[config.mk]
export PLATFORM = sky130hd
export DESIGN_NAME = axis_video_out
export DESIGN_NICKNAME = d
export VERILOG_FILES = /design/src/rtl/axis_video_out.sv
export SDC_FILE = /design/constraint.sdc
export NUM_CORES = 1
export LEC_CHECK = 0
export BUFFER_PORTS_ARGS = -buffer_cell sky130_fd_sc_hd__buf_2
export CELL_PAD_IN_SITES_DETAIL_PLACEMENT = 1
export CELL_PAD_IN_SITES_GLOBAL_PLACEMENT = 2
export CORE_ASPECT_RATIO = 0.8
export CORE_MARGIN = 8
export CORE_UTILIZATION = 43
export DETAILED_ROUTE_END_ITERATION = 7
export MAX_ROUTING_LAYER = met4
export PLACE_DENSITY_LB_ADDON = 0.1
export REMOVE_ABC_BUFFERS = 1
export SYNTH_ARGS = -nofsm -noshare
export SYNTH_HDL_FRONTEND = slang
export SYNTH_SLANG_ARGS = --single-unit
export TNS_END_PERCENT = 10
[constraint.sdc]
create_clock -name clk_i -period 4 [get_ports clk_i]
set_clock_uncertainty 0.15 [all_clocks]
set_input_delay 0.8 -clock clk_i [delete_from_list [all_inputs] [get_ports clk_i]]
set_output_delay 0.8 -clock clk_i [all_outputs]
set_load 0.02 [all_outputs]
[src/rtl/axis_video_out.sv]
// axis_video_out: converts an AXI4-Stream video stream into a raster-timed parallel video bus.
// A small pixel FIFO feeds a free-running timing generator; the stream is locked to the raster on TUSER.
module axis_video_out #(
   parameter int unsigned H_ACTIVE   = 1280,
   parameter int unsigned H_FP       = 110,
   parameter int unsigned H_SYNC     = 40,
   parameter int unsigned H_BP       = 220,
   parameter int unsigned V_ACTIVE   = 720,
   parameter int unsigned V_FP       = 5,
   parameter int unsigned V_SYNC     = 5,
   parameter int unsigned V_BP       = 20,
   parameter int unsigned HS_POL     = 1,
   parameter int unsigned VS_POL     = 1,
   parameter int unsigned FIFO_DEPTH = 16
) (
   input  logic        clk_i,
   input  logic        rst_n_i,
   input  logic        enable_i,
   input  logic        s_axis_video_TVALID,
   output logic        s_axis_video_TREADY,
   input  logic [23:0] s_axis_video_TDATA,
   input  logic        s_axis_video_TUSER,
   input  logic        s_axis_video_TLAST,
   output logic [23:0] vid_data_o,
   output logic        vid_de_o,
   output logic        vid_hsync_o,
   output logic        vid_vsync_o,
   output logic        locked_o,
   output logic        underflow_o
);
   localparam int unsigned H_TOTAL = H_ACTIVE + H_FP + H_SYNC + H_BP;
   localparam int unsigned V_TOTAL = V_ACTIVE + V_FP + V_SYNC + V_BP;
   localparam int unsigned HW      = $clog2(H_TOTAL + 1);
   localparam int unsigned VW      = $clog2(V_TOTAL + 1);
   localparam int unsigned AW      = $clog2(FIFO_DEPTH);
   localparam int unsigned PW      = AW + 1;
   localparam int unsigned DW      = 24;
   localparam logic        HS_ACT  = 1'(HS_POL);
   localparam logic        VS_ACT  = 1'(VS_POL);

   typedef enum logic [1:0] {ST_IDLE, ST_SYNC, ST_LOCKED} state_e;

   typedef struct packed {
      logic          tuser;
      logic          tlast;
      logic [DW-1:0] tdata;
   } beat_t;

   state_e        state_q, state_d;
   logic [HW-1:0] h_q, h_d;
   logic [VW-1:0] v_q, v_d;
   logic [PW-1:0] wr_ptr_q, wr_ptr_d;
   logic [PW-1:0] rd_ptr_q, rd_ptr_d;
   logic [DW-1:0] data_q, data_d;
   logic          de_q, de_d;
   logic          hs_q, hs_d;
   logic          vs_q, vs_d;
   logic          locked_q, locked_d;
   logic          uf_q, uf_d;

   beat_t         fifo_mem [FIFO_DEPTH];
   beat_t         head;
   logic          full, empty, wr_en, pop, flush;
   logic          active, hs_win, vs_win, sof, eol, mismatch;

   assign empty = (wr_ptr_q == rd_ptr_q);
   assign full  = (wr_ptr_q[AW-1:0] == rd_ptr_q[AW-1:0]) && (wr_ptr_q[AW] != rd_ptr_q[AW]);
   assign s_axis_video_TREADY = enable_i && !full;
   assign wr_en = s_axis_video_TVALID && s_axis_video_TREADY;
   assign head  = fifo_mem[rd_ptr_q[AW-1:0]];

   assign active   = (h_q < HW'(H_ACTIVE)) && (v_q < VW'(V_ACTIVE));
   assign hs_win   = (h_q >= HW'(H_ACTIVE + H_FP)) && (h_q < HW'(H_ACTIVE + H_FP + H_SYNC));
   assign vs_win   = (v_q >= VW'(V_ACTIVE + V_FP)) && (v_q < VW'(V_ACTIVE + V_FP + V_SYNC));
   assign sof      = (h_q == '0) && (v_q == '0);
   assign eol      = (h_q == HW'(H_ACTIVE - 1));
   assign mismatch = (head.tuser != sof) || (head.tlast != eol);

   // Storage only; pointers carry the reset state.
   always_ff @(posedge clk_i) begin
      if (wr_en) begin
         fifo_mem[wr_ptr_q[AW-1:0]] <= {s_axis_video_TUSER, s_axis_video_TLAST, s_axis_video_TDATA};
      end
   end

   // Timing generator, lock FSM and registered video outputs.
   always_comb begin
      state_d = state_q;
      h_d     = h_q;
      v_d     = v_q;
      pop     = 1'b0;
      flush   = 1'b0;
      data_d  = '0;
      de_d    = 1'b0;
      hs_d    = ~HS_ACT;
      vs_d    = ~VS_ACT;
      uf_d    = 1'b0;

      if (!enable_i) begin
         state_d = ST_IDLE;
         h_d     = '0;
         v_d     = '0;
         flush   = 1'b1;
      end else begin
         case (state_q)
            ST_IDLE: state_d = ST_SYNC;
            ST_SYNC, ST_LOCKED: begin
               if (h_q == HW'(H_TOTAL - 1)) begin
                  h_d = '0;
                  v_d = (v_q == VW'(V_TOTAL - 1)) ? '0 : v_q + VW'(1);
               end else begin
                  h_d = h_q + HW'(1);
               end
               de_d = active;
               hs_d = hs_win ? HS_ACT : ~HS_ACT;
               vs_d = vs_win ? VS_ACT : ~VS_ACT;

               if (state_q == ST_SYNC) begin
                  // Discard stale beats; hold a start-of-frame beat until the raster reaches (0,0).
                  if (!empty) begin
                     if (!head.tuser) begin
                        pop = 1'b1;
                     end else if (sof) begin
                        pop     = 1'b1;
                        data_d  = head.tdata;
                        state_d = ST_LOCKED;
                     end
                  end
               end else if (active) begin
                  if (empty || mismatch) begin
                     state_d = ST_SYNC;
                     uf_d    = 1'b1;
                  end else begin
                     pop    = 1'b1;
                     data_d = head.tdata;
                  end
               end
            end
            default: state_d = ST_IDLE;
         endcase
      end

      locked_d = (state_d == ST_LOCKED);
      wr_ptr_d = flush ? '0 : wr_ptr_q + PW'(wr_en);
      rd_ptr_d = flush ? '0 : rd_ptr_q + PW'(pop);
   end

   always_ff @(posedge clk_i or negedge rst_n_i) begin
      if (!rst_n_i) begin
         state_q  <= ST_IDLE;
         h_q      <= '0;
         v_q      <= '0;
         wr_ptr_q <= '0;
         rd_ptr_q <= '0;
         data_q   <= '0;
         de_q     <= 1'b0;
         hs_q     <= ~HS_ACT;
         vs_q     <= ~VS_ACT;
         locked_q <= 1'b0;
         uf_q     <= 1'b0;
      end else begin
         state_q  <= state_d;
         h_q      <= h_d;
         v_q      <= v_d;
         wr_ptr_q <= wr_ptr_d;
         rd_ptr_q <= rd_ptr_d;
         data_q   <= data_d;
         de_q     <= de_d;
         hs_q     <= hs_d;
         vs_q     <= vs_d;
         locked_q <= locked_d;
         uf_q     <= uf_d;
      end
   end

   assign vid_data_o  = data_q;
   assign vid_de_o    = de_q;
   assign vid_hsync_o = hs_q;
   assign vid_vsync_o = vs_q;
   assign locked_o    = locked_q;
   assign underflow_o = uf_q;

endmodule
==> results of run 1 <==
## how the worst max path moves through the flow
stage,depth (start not counted),start,to,slack [ns]
2_1_floorplan,11,rd_ptr_q[0],rd_ptr_q[2],-5.23
3_3_place_gp,13,v_q[2],rd_ptr_q[4],0.23
3_5_place_dp,13,v_q[2],rd_ptr_q[4],0.17
4_1_cts,13,v_q[2],rd_ptr_q[4],0.14
5_1_grt,13,v_q[2],rd_ptr_q[4],0.05
6_report,13,v_q[2],rd_ptr_q[4],0.29
## critical path, cell delays in order, from the launching register on
cell	delay, ns
dfrtp_1	0.46
or4_1	0.52
or4_4	0.43
nor4_4	0.35
inv_1	0.08
ha_1	0.28
a21boi_1	0.28
a41oi_4	0.14
a21oi_1	0.16
ha_1	0.19
ha_1	0.19
nand2_1	0.08
xnor2_1	0.13
and2_1	0.15
## synthesized netlist by cell type (all sizes together), types with 5 or more instances
cell / instances
nor3: 8
xnor2: 6
a31oi: 5
xor2: 13
ha: 15
o31ai: 7
a22oi: 27
nor2b: 8
nand2: 50
inv: 13
clkbuf: 32
edfxtp: 416
mux2: 46
a2111oi: 25
dfrtp: 62
and2: 14
nor2: 28
nand3b: 5
buf: 20
o21ai: 40
nand3: 16
o22ai: 23
mux4: 82
## sequential cells by signal (all words and copies together), names as in the netlist
signal       cells
fifo_mem       416
h_q             11
locked_o         1
rd_ptr_q         5
state_q          2
underflow_o      1
v_q             10
vid_data_o      24
vid_de_o         1
vid_hsync_o      1
vid_vsync_o      1
wr_ptr_q         5
## through the flow
stage	hold WS [ns]	instance area [um^2]
2_1_floorplan	0.3232	18870
3_3_place_gp	0.3638	20580
3_5_place_dp	0.3760	20580
4_1_cts	0.2503	22320
5_1_grt	0.2909	22320
6_report	0.2228	22320
## routing by layer
metal  vias up  routed length, um  global-route usage
met1      5283              22620              0.2673
met5         -                  0                   -
met4         0                904             0.04644
met2       179              21460              0.2865
met3        65               1866             0.03068
li1       4300                  -                   -
## where the power goes
| group | internal (mW) | total (mW) | switching, mW | leakage (nW) |
|---|---|---|---|---|
| combinational | 0.210 | 0.548 | 0.339 | 1.86 |
| clock | 2.97 | 4.93 | 1.97 | 0.845 |
| sequential | 5.47 | 5.50 | 0.0316 | 4.60 |
| total | 8.64 | 11.0 | 2.34 | 7.31 |
## logic make-up after synthesis
logic type,share of synthesized area
adders and majority gates,0.009805
buffers and inverters,0.01660
AOI/OAI and AO/OA,0.06563
xor gates and xnor gates,0.008694
muxes,0.1246
DFF,0.7337
and+or+nand+nor,0.04099
## repair_timing
action                                  4_1_cts  5_1_grt
gates resized for setup                       0        1
hold buffers                                  0        0
endpoints found under the setup margin        0        2
## cell type report
| type | count | area, um^2 |
|---|---|---|
| Tap cell | 603 | 754.5 |
| Fill cell | 4016 | 21880 |
| Inverter | 13 | 48.80 |
| Sequential cell | 478 | 14050 |
| Timing Repair Buffer | 106 | 800.8 |
| Multi-Input combinational cell | 464 | 4918 |
| Clock inverter | 28 | 407.9 |
| Clock buffer | 63 | 1339 |
==> impl_metrics.ini, run 1 <==
[layout]
diodes = 0
finalNetCount = 1157
drive_above_1_share = 0.3134
fin_util = 0.5050
layout_commonest_cell = edfxtp_1
final-instance-count-excl-fill = 1755
final_cell_mix = edfxtp_1 (416), mux4_2 (82), dfrtp_1 (58), buf_2 (58), nand2_1 (50)
syn_to_final_growth_pct = 16.62

[placement]
port-buffer-count = 59
dp_slack_ns = 0.1702
place.gp.congestion = 0.7352
dp_cells = 1664
dp_hpwl_mm = 27.09

[worst_setup_path]
critPathKind = flip-flop to flip-flop
start_kind = flip-flop
critPathRequiredTime_ns = 4.32
critPathCaptureType = flip-flop
timing.rr.start = v_q[2]
r2r_end = rd_ptr_q[4]
worstPathMaxFanout = 7
r2r_slack_ns = 0.29
reg2reg_depth = 13
crit_arrival_ns = 4.02

[synth]
synth_seq_area_share = 0.7337
postSynthCellCount = 1008
ys.flop_type = edfxtp_1
ys_async_sr_fraction = 0.1297
yosysWarnings = 0
synth.area.top_cells = edfxtp_1 (65%), mux4_2 (9.6%), dfrtp_1 (8.1%)
yosys.area.top_type = edfxtp_1
netlist_area_um2 = 19140
netlist-cell-type-count = 55
synth_edf_count = 416
syn-mean-instance-area_um2 = 18.99
synth_seq_cells = 478
synth_top_area_share = 0.6526

[sta]
timing.final.max_slew_violations = 0
hold_viol = 0
setup_viol = 0
period_needed_ns = 3.706
clock.fmax_mhz = 269.8
worstMarginPinSlew_ns = 1.060
fin_ws_ns = 0.2942
rsz0062_at_grt = false
tns_ns = 0
slew_headroom = 0.2937
period_share = 0.9265

[drt]
wl_per_cell_um = 26.70
dr.pass1.iters = 5
dr.first_iter.drc_count = 606
drc = 0
wl_mm = 46.86
ant_nets = 0
viasPerCell = 5.599
vias = 9827

[cts]
clock_path_buffers = 3
cts_tree = done
clk-insertion-delay-late_ns = 0.59
cts_max_level = 2
cts.sinks = 478
cts_setup_buffers = 0
root_buffer = clkbuf_16
clkTransAtPathRegs_ns = 0.07
cts_made_buffers = 49

[floorplan]
die_h_um = 204.7
std_cell_rows = 69
die_area_um2 = 51560
start_util = 0.4330
io_pins = 60
die_w_um = 251.9
coreArea_um2 = 44200

[global_route]
grt_overflow = 0
grt_max_degree = 68
grt_pass1_wl_mm = 70.05
grt_usage = 0.1890
first_global_vias = 10440
antenna_found_initial = 0

[pwr]
total_power_mw = 10.98
p_per_area_nw_per_um2 = 491.9
ir_worst_vdd_mv = 0.3527
power_leakage_nw = 7.307

[run]
max_cap_violations = 0

[run_status]
status = complete, no violations

[worst_hold_path]
hold_class = input pin to asynchronous set/reset pin
No activity file was read; power rests on OpenSTA's default activity.
==> inputs of run 2 (changes only) <==
CORE_ASPECT_RATIO = 0.6   (was 0.8)
==> impl_metrics.ini, run 2 (synthesized netlist as in run 1, its figures left out) <==
[worst_setup_path]
critPathCaptureType = flip-flop
start_kind = flip-flop
crit_chain = or4_1 > or4_4 > nor4_4 > inv_1 > ha_1 > a21boi_1 > a41oi_4 > a21oi_1 > ha_1 > ha_1 > nand2_1 > xnor2_1 > and2_1
crit_arrival_ns = 3.91
critPathKind = flip-flop to flip-flop
cpLargestDelayFamily = simple AND/OR/NAND/NOR gates
slowest_stage = or4_1
critPathBufInv = 1
critPathRequiredTime_ns = 4.30
max_stage_delay_ns = 0.55
critPathMostFrequentCell = ha_1
worstPathMaxFanout = 7

[drt]
wl_met2_mm = 21.76
wl_mm = 48.08
dr.first_iter.drc_count = 797
vias = 9794
ant_nets = 0
met1_length_mm = 23.60
highest_layer = met4
wl_per_cell_um = 27.78
viasPerCell = 5.658
drc = 0
dr.pass1.iters = 5
dr_wl_met3_mm = 2.068

[worst_hold_path]
hold_class = input pin to asynchronous set/reset pin

[layout]
drive_above_1_share = 0.3012
final_area_um2 = 21900
finalNetCount = 1153
final-instance-count-excl-fill = 1731
fillCellCount = 4062
register_area_um2 = 14050
multi_input_area_um2 = 4918
syn_to_final_growth_pct = 14.43
largest_register_ff_count = 416
final_cell_mix = edfxtp_1 (416), mux4_2 (82), dfrtp_1 (58), buf_2 (58), nand2_1 (50)
layout_commonest_cell = edfxtp_1
diodes = 0

[cts]
cts.sinks = 478
cts_setup_buffers = 0
cts_tree = done
root_buffer = clkbuf_16
clk-insertion-delay-late_ns = 0.55
cts_made_buffers = 45
cts_max_level = 2
clock_path_buffers = 3
clkTransAtPathRegs_ns = 0.07

[global_route]
grt_max_degree = 54
grt_pass1_wl_mm = 70.89
grt_usage = 0.1903
antenna_found_initial = 0
grt_overflow = 0
first_global_vias = 10180

[sta]
period_needed_ns = 3.616
rsz0062_at_grt = false
period_share = 0.9040
hold_viol = 0
slew_headroom = 0.2071
timing.final.max_slew_violations = 0
setup_viol = 0
worstMarginPinSlew_ns = 1.187
clock.fmax_mhz = 276.5

[placement]
place.gp.congestion = 0.7834
port-buffer-count = 59
dp_cells = 1650
dp_hpwl_mm = 28.02
postPlaceCellArea_um2 = 20500

[floorplan]
start_util = 0.4314
io_pins = 60
coreArea_um2 = 44370
die_h_um = 179.4
std_cell_rows = 60
die_w_um = 288.4
die_area_um2 = 51740

[run_status]
status = complete, no violations

[pwr]
total_power_mw = 10.22
p_per_area_nw_per_um2 = 466.4
power_leakage_nw = 7.137
ir_worst_vdd_mv = 0.3436

[run]
max_cap_violations = 0
## run 2: cell types whose count changed in the layout (fill, tap and decap cells not counted), sizes merged
cell	before	now
bufinv	9	3
clkbuf	63	66
clkinv	13	12
clkinvlp	3	0
inv	16	13
## run 2: per-layer routing
metal,vias to the layer above,track usage
met3,51,0.03136
met1,5244,0.2820
met4,0,0.03146
met5,-,-
li1,4284,-
met2,215,0.2808
## run 2: worst paths after layout
kind,startpoint,to,cells after the start,slack (ns)
max,v_q[2],rd_ptr_q[4],13,0.38
min reg2reg,v_q[9],v_q[9],1,0.40
min,rst_n_i,vid_vsync_o,1,0.21
max reg2reg,v_q[2],rd_ptr_q[4],13,0.38
min in group clk_i,v_q[9],v_q[9],1,0.40
max in group asynchronous,rst_n_i,vid_data_o[21],2,2.72
## run 2: stage by stage
stage / setup slack, ns / hold WS, ns / utilization / TNS [ns]
global route: 0.1018 / 0.2543 / 0.4937 / 0
global placement: 0.2566 / 0.3571 / 0.4620 / 0
CTS: 0.2355 / 0.2352 / 0.4937 / 0
finish: 0.3840 / 0.2125 / 0.4937 / 0
floorplan: -5.227 / 0.3232 / - / -1318.94
detailed placement: 0.2551 / 0.3684 / 0.4620 / 0
## run 2: where the power goes
group | internal [mW] | switching, mW
Sequential | 5.47 | 0.0300
Clock | 2.37 | 1.79
Combinational | 0.216 | 0.350
## run 2: area by class of cell
type                       count  area share
tap                          589     0.03365
multi-input combinational    464      0.2246
sequential                   478      0.6416
clock buffer                  66     0.05729
inverter                      13    0.002228
clock inverter                15    0.006969
timing repair buffer         106     0.03370
## run 2: worst reg2reg max path: stages, from the launching register on
cell,delay (ns)
dfrtp_1,0.46
or4_1,0.55
or4_4,0.44
nor4_4,0.30
inv_1,0.07
ha_1,0.27
a21boi_1,0.28
a41oi_4,0.15
a21oi_1,0.14
ha_1,0.20
ha_1,0.18
nand2_1,0.07
xnor2_1,0.12
and2_1,0.15
## run 2: what timing repair did
action,CTS,global route
gates resized for setup,0,1
setup endpoints to repair,0,1
hold buffers,0,0
